--- src/rtl/gcore_seq.sv ---
// Multi-cycle fetch/decode/execute sequencer for the GCore accumulator datapath.
// Optional single-step control is enabled by defining GCORE_SEQ_STEP_EN.
module gcore_seq (
  input  logic       clk,
  input  logic       rst_n,
`ifdef GCORE_SEQ_STEP_EN
  input  logic       step_mode,
  input  logic       step,
`endif
  output logic       mem_req,
  output logic       mem_we,
  output logic       mem_sel,
  input  logic       mem_ready,
  input  logic [7:0] mem_rdata,
  input  logic       acc_zero,
  output logic [7:0] ir,
  output logic       pc_inc,
  output logic       pc_load,
  output logic       opnd_load,
  output logic       acc_write,
  output logic [1:0] acc_dst,
  output logic [2:0] alu_op,
  output logic       illegal,
  output logic [2:0] state
);

  typedef enum logic [2:0] {
    S_IDLE   = 3'b000,
    S_FETCH  = 3'b001,
    S_DECODE = 3'b010,
    S_OPND   = 3'b011,
    S_EXEC   = 3'b100,
    S_MEM    = 3'b101,
    S_WB     = 3'b110
  } state_t;

  state_t     cur, nxt;
  state_t     done_st;
  logic       go_fetch;
  logic [7:0] ir_q;

  logic is_nop, is_jump, is_save, is_load, is_loadi, is_sll, is_alu, is_bz, is_ill;

`ifdef GCORE_SEQ_STEP_EN
  assign done_st  = step_mode ? S_IDLE : S_FETCH;
  assign go_fetch = !step_mode || step;
`else
  assign done_st  = S_FETCH;
  assign go_fetch = 1'b1;
`endif

  always_comb begin
    is_nop   = 1'b0;
    is_jump  = 1'b0;
    is_save  = 1'b0;
    is_load  = 1'b0;
    is_loadi = 1'b0;
    is_sll   = 1'b0;
    is_alu   = 1'b0;
    is_bz    = 1'b0;
    is_ill   = 1'b0;
    case (ir_q[7:4])
      4'b0000: is_nop   = 1'b1;
      4'b0001: is_jump  = 1'b1;
      4'b0010: is_save  = 1'b1;
      4'b0011: is_load  = 1'b1;
      4'b0100: is_loadi = 1'b1;
      4'b0101: is_sll   = 1'b1;
      4'b1111: is_bz    = 1'b1;
      4'b0110, 4'b0111, 4'b1101: is_ill = 1'b1;
      default: is_alu   = 1'b1;
    endcase
  end

  always_ff @(posedge clk or negedge rst_n) begin
    if (!rst_n) begin
      cur  <= S_IDLE;
      ir_q <= '0;
    end else begin
      cur <= nxt;
      if (cur == S_FETCH && mem_ready)
        ir_q <= mem_rdata;
    end
  end

  always_comb begin
    nxt = cur;
    case (cur)
      S_IDLE:   if (go_fetch) nxt = S_FETCH;
      S_FETCH:  if (mem_ready) nxt = S_DECODE;
      S_DECODE: begin
        if (is_nop || is_ill) nxt = done_st;
        else if (is_sll)      nxt = S_EXEC;
        else                  nxt = S_OPND;
      end
      S_OPND:   if (mem_ready) nxt = (is_save || is_load || is_alu) ? S_MEM : S_EXEC;
      S_EXEC:   nxt = done_st;
      S_MEM:    if (mem_ready) nxt = is_save ? done_st : S_WB;
      S_WB:     nxt = done_st;
      default:  nxt = S_IDLE;
    endcase
  end

  always_comb begin
    mem_req   = 1'b0;
    mem_we    = 1'b0;
    mem_sel   = 1'b0;
    pc_inc    = 1'b0;
    pc_load   = 1'b0;
    opnd_load = 1'b0;
    acc_write = 1'b0;
    illegal   = 1'b0;
    case (cur)
      S_FETCH: begin
        mem_req = 1'b1;
        pc_inc  = mem_ready;
      end
      S_DECODE: illegal = is_ill;
      S_OPND: begin
        mem_req   = 1'b1;
        pc_inc    = mem_ready;
        opnd_load = mem_ready;
      end
      S_EXEC: begin
        pc_load   = is_jump || (is_bz && acc_zero);
        acc_write = is_loadi || is_sll;
      end
      S_MEM: begin
        mem_req = 1'b1;
        mem_sel = 1'b1;
        mem_we  = is_save;
      end
      S_WB:    acc_write = 1'b1;
      default: ;
    endcase
  end

  // Source select is a pure decode of ir so it is valid wherever acc_write fires.
  always_comb begin
    acc_dst = 2'b00;
    if (is_loadi)    acc_dst = 2'b01;
    else if (is_alu) acc_dst = 2'b10;
    else if (is_sll) acc_dst = 2'b11;
  end

  assign ir     = ir_q;
  assign alu_op = ir_q[6:4];
  assign state  = cur;

endmodule

--- config.mk ---
export PLATFORM = sky130hd
export DESIGN_NAME = gcore_seq
export DESIGN_NICKNAME = d
export VERILOG_FILES = /design/src/rtl/gcore_seq.sv
export SDC_FILE = /design/constraint.sdc
export NUM_CORES = 1
export LEC_CHECK = 0
export BUFFER_PORTS_ARGS = -buffer_cell sky130_fd_sc_hd__buf_2
export CAP_MARGIN = 40
export CORE_MARGIN = 2
export CORE_UTILIZATION = 38
export CTS_CLUSTER_SIZE = 28
export DETAILED_ROUTE_END_ITERATION = 8
export GPL_ROUTABILITY_DRIVEN = 0
export GPL_TIMING_DRIVEN = 0
export PLACE_DENSITY = 0.71
export SETUP_SLACK_MARGIN = 0.15
export SLEW_MARGIN = 20
export SYNTH_ARGS = -nofsm -noshare
export SYNTH_HDL_FRONTEND = slang
export SYNTH_SLANG_ARGS = --single-unit
export TNS_END_PERCENT = 50
--- constraint.sdc ---
create_clock -name clk -period 2.45 [get_ports clk]
set_clock_uncertainty 0.2 [all_clocks]
set_input_delay 0 -clock clk [delete_from_list [all_inputs] [get_ports clk]]
set_output_delay 0 -clock clk [all_outputs]
set_load 0.02 [all_outputs]
# == Word-level counts from Yosys, hierarchy flattened ==
# Cells that the tools add are included.
# word_totals
regBits,11
inputBits,12
out_inout_bits,24
elab_cells,63
# op_classes
eq_ne,18
n_mux,28
n_reduce_logical,15
# op_table
op,n
$mux W3,6
$mux W1,17
$eq A4 B3 Y1 const B,4
$pmux W3 S5,1
$reduce_or A10 Y1,1
$eq A3 B3 Y1 const B,3
$reduce_or A3 Y1,3
$eq A4 B2 Y1 const B,2
$eq A4 B4 Y1 const B,2
$eq A3 B2 Y1 const B,2
$mux W2,3
$ne A2 B2 Y1 const B,3
$logic_or A1 B1 Y1,5
$eq A4 B1 Y1 const B,1
$logic_not A4 Y1,1
$eq A3 B1 Y1 const B,1
$logic_not A3 Y1,1
$reduce_and A3 Y1,1
$logic_and A1 B1 Y1,2
$pmux W1 S2,1
$reduce_or A2 Y1,1

# == Logic depth before layout (Yosys ltp) ==
# depth
ltp_word,7
depth_mapped,5
depth_no_buf,4

# == Least setup slack after synthesis ==
# No wires, ideal clock.
# synth_timing
path_kind,register to output
startpoint,"reg ir_q[7], in the netlist ir[7]"
endpoint,out acc_write
arrival_time_ps,1673
required_ps,2250
slack_ps,577
path_stages_with_launch,6
path_buffers,1
path_cell_list,dfrtp_1 buf_2 nor2_1 and2_1 nor2_1 nor3b_1
# synth_between
elab_chain_cells,4
word_cells_on_any_way,6
classes_between,eq/ne: 2; mux: 3; reduce/logical: 1
# synth_rtl
element,line_no,text
start: declaration,40,logic [7:0] ir_q;
start signal: assignment,82,ir_q <= mem_rdata;
$eq A4 B3 Y1,62,case (ir_q[7:4])
$mux W1,62,
$logic_or A1 B1 Y1 (*),126,acc_write = is_loadi || is_sll;
$pmux W1 S2 (*),113,case (cur)
end: declaration,20,"output logic acc_write,"
# Mark *: on every way between the ends. The rest lies on a longest branch, timed or not.

# == Final worst setup path ==
# Same ends and word-level chain as after synthesis.

==> out/results.tsv <==
metric	value	unit
Post-Synthesis Cells	69	
DRC errors left	0	
Wirelength per Cell	11.6	um
Clock Power Share	0.087	
first-pass GRT wire length	2540	um
num ports	36	
core region area	0.00173	mm^2
internal power	713	uW
Power Dens Cells	1310	mW/mm^2
post-detail-place hpwl	1260	um
top post-synthesis cells by area	dfrtp_1, mux2_2, buf_4, nor2_1, nor3b_4	
Skew-Pair Late Insertion Delay	0.26	ns
pin count of the biggest net entering global routing	12	
Max VDD drop	0.000797	V
CP peak stage delay	0.38	ns
clk sinks	11	
Area growth syn-to-layout	49.0	%
GRT Overall Usage	0.164	
worst-path cell chain	buf_2 > nor2_1 > and2_1 > nor2_1 > nor3b_1 > buf_2	
via count	695	
cts repair resizes	0	
worst-path fanout max	9	
Filler Cell Count	168	
top cells by count, synth	dfrtp_1, mux2_2, nor2_1	
die height	46.9	um
max-slew violations	0	
count leader, synth	dfrtp_1	
Final Hold Vio Count	0	
top cell type's share of synthesized area	0.394	
slowest CP cell	dfrtp_1	
delay-heaviest family, CP	simple AND/OR/NAND/NOR gates	
Flop pwr share	0.269	
antenna viol nets, final	0	
ys flop type	dfrtp_1	
register area share after synthesis	0.394	
switching share of total power	0.477	
final WL	1680	um
HP Class	primary input to flip-flop	
hold slack	0.302	ns
Worst Tran Pin Value	0.632	ns
Max Cap Violations	0	
Logic pwr share	0.644	
setup_tns	0	ns
net count after synthesis	81	
clock root buffer	clkbuf_4	
leakage	0.000509	uW
Avg Cell Area, Syn	10.1	um^2
CP Capture Type	output port	
CTS H-tree lvls	1	
crit path DAT	1.63	ns
area of the multi-input gates	375	um^2
Avg Vias per Cell	4.83	
Die Area	0.00220	mm^2
grt total ovfl	0	
Starting Density	0.405	
Iter 0 DRT Violations	10	
CTS Hold Bufs	11	
Max Clock Freq	548	MHz
Num CTS Buffers	3	
EDFF count, synth	0	
Cell Area, Synth	699	um^2
Seq cells post-synth	11	
Reg area	275	um^2
period utilization	0.745	
clock slew at reported path FFs	0.07	ns
outcome	finished, final reports clean	
initial antenna violation count	0	
IO Port Bufs	35	
TritonCTS clock tree	done	
RSZ-0062 raised after global routing	no	
layout cells sized above 1	0.487	
minimum clock period	1.83	ns
Post-synth ARST share	1.00	
Rel. slew slack	0.576	
Nets	132	
row count	15	
startpoint type of the worst setup path	flip-flop	
Psw	651	uW
clk buf depth	2	
Setup Buffers After CTS	0	
ant diodes	0	
Crit path required time	2.25	ns
drt pass-1 iters	4	
Yosys top cell by area	dfrtp_1	
post-synthesis cell type count	34	
vias in the first global route	628	
die width	46.9	um
WP buf/inv	2	
CP Class	flip-flop to output port	
endpoints failing setup	0	
Synth Warn #	0	
[cell usage in the layout, fill, tap and decap left out, types with 2 or more instances in the layout]
cell,synthesis,layout
nor3b_1,2,2
buf_2,3,38
dlygate4sd3_1,0,11
a21oi_1,2,2
nand4_1,2,2
mux2_2,9,9
nand2_1,4,4
dfrtp_1,11,11
buf_4,3,3
nor3_1,2,2
clkbuf_1,2,3
clkbuf_4,0,3
nor2_1,6,6
[state kept, by name, summed over array words and instances (netlist names)]
signal	flops
state	3
ir	8
[cells by family after synthesis]
family                 after synthesis  share of synthesized area
multiplexers                         9                      0.145
AND/OR/NAND/NOR                     29                      0.277
buffers and inverters                9                     0.0698
flip-flops                          11                      0.394
AO/OA/AOI/OAI                       11                      0.115
[worst min-delay path, delay by kind of cell]
family | cells | cell delay [ns]
muxes | 1 | 0.13
buffers and inverters | 2 | 0.61
[path summary, 6_finish.rpt]
path,cells past startpoint,to,slack [ns],from
max,6,acc_write,0.62,ir[7]
min,3,ir[6],0.30,mem_rdata[6]
max reg2reg,5,state[0],0.68,ir[7]
min reg2reg,1,ir[0],0.31,ir[0]
max in group asynchronous,3,ir[2],1.16,rst_n
min in group asynchronous,3,ir[7],0.57,rst_n
[layout make-up]
class,count,share of cell area
Timing Repair Buffer,46,0.274
Clock buffer,4,0.0252
Tap cell,25,0.0300
Buffer,8,0.0432
Inverter,1,0.00360
Sequential cell,11,0.264
Multi-Input combinational cell,49,0.360
[metrics by stage]
| stage | util | cell area [um^2] | cells | total power [uW] | setup WS, ns |
|---|---|---|---|---|---|
| 2_1_floorplan | - | 699 | 69 | 989 | 0.577 |
| 3_3_place_gp | 0.525 | 906 | 129 | 1210 | 0.711 |
| 5_1_grt | 0.604 | 1040 | 144 | 1460 | 0.550 |
| 4_1_cts | 0.604 | 1040 | 144 | 1380 | 0.617 |
| 3_5_place_dp | 0.525 | 906 | 129 | 1240 | 0.670 |
| 6_report | 0.604 | 1040 | 144 | 1360 | 0.624 |
[per-layer routing]
metal	global-route usage	wire length, um
met4	0.0667	14
met5	0	0
met1	0.180	728
met2	0.312	824
met3	0.0231	107
[power by group through the flow]
stage	Clock (uW)	Combinational [uW]	Sequential [uW]
global route	136	947	381
global placement	0	848	365
detailed placement	0	871	371
CTS	123	884	370
finish	119	878	367
floorplan	0	521	468
(Power assumes the default switching activity.)
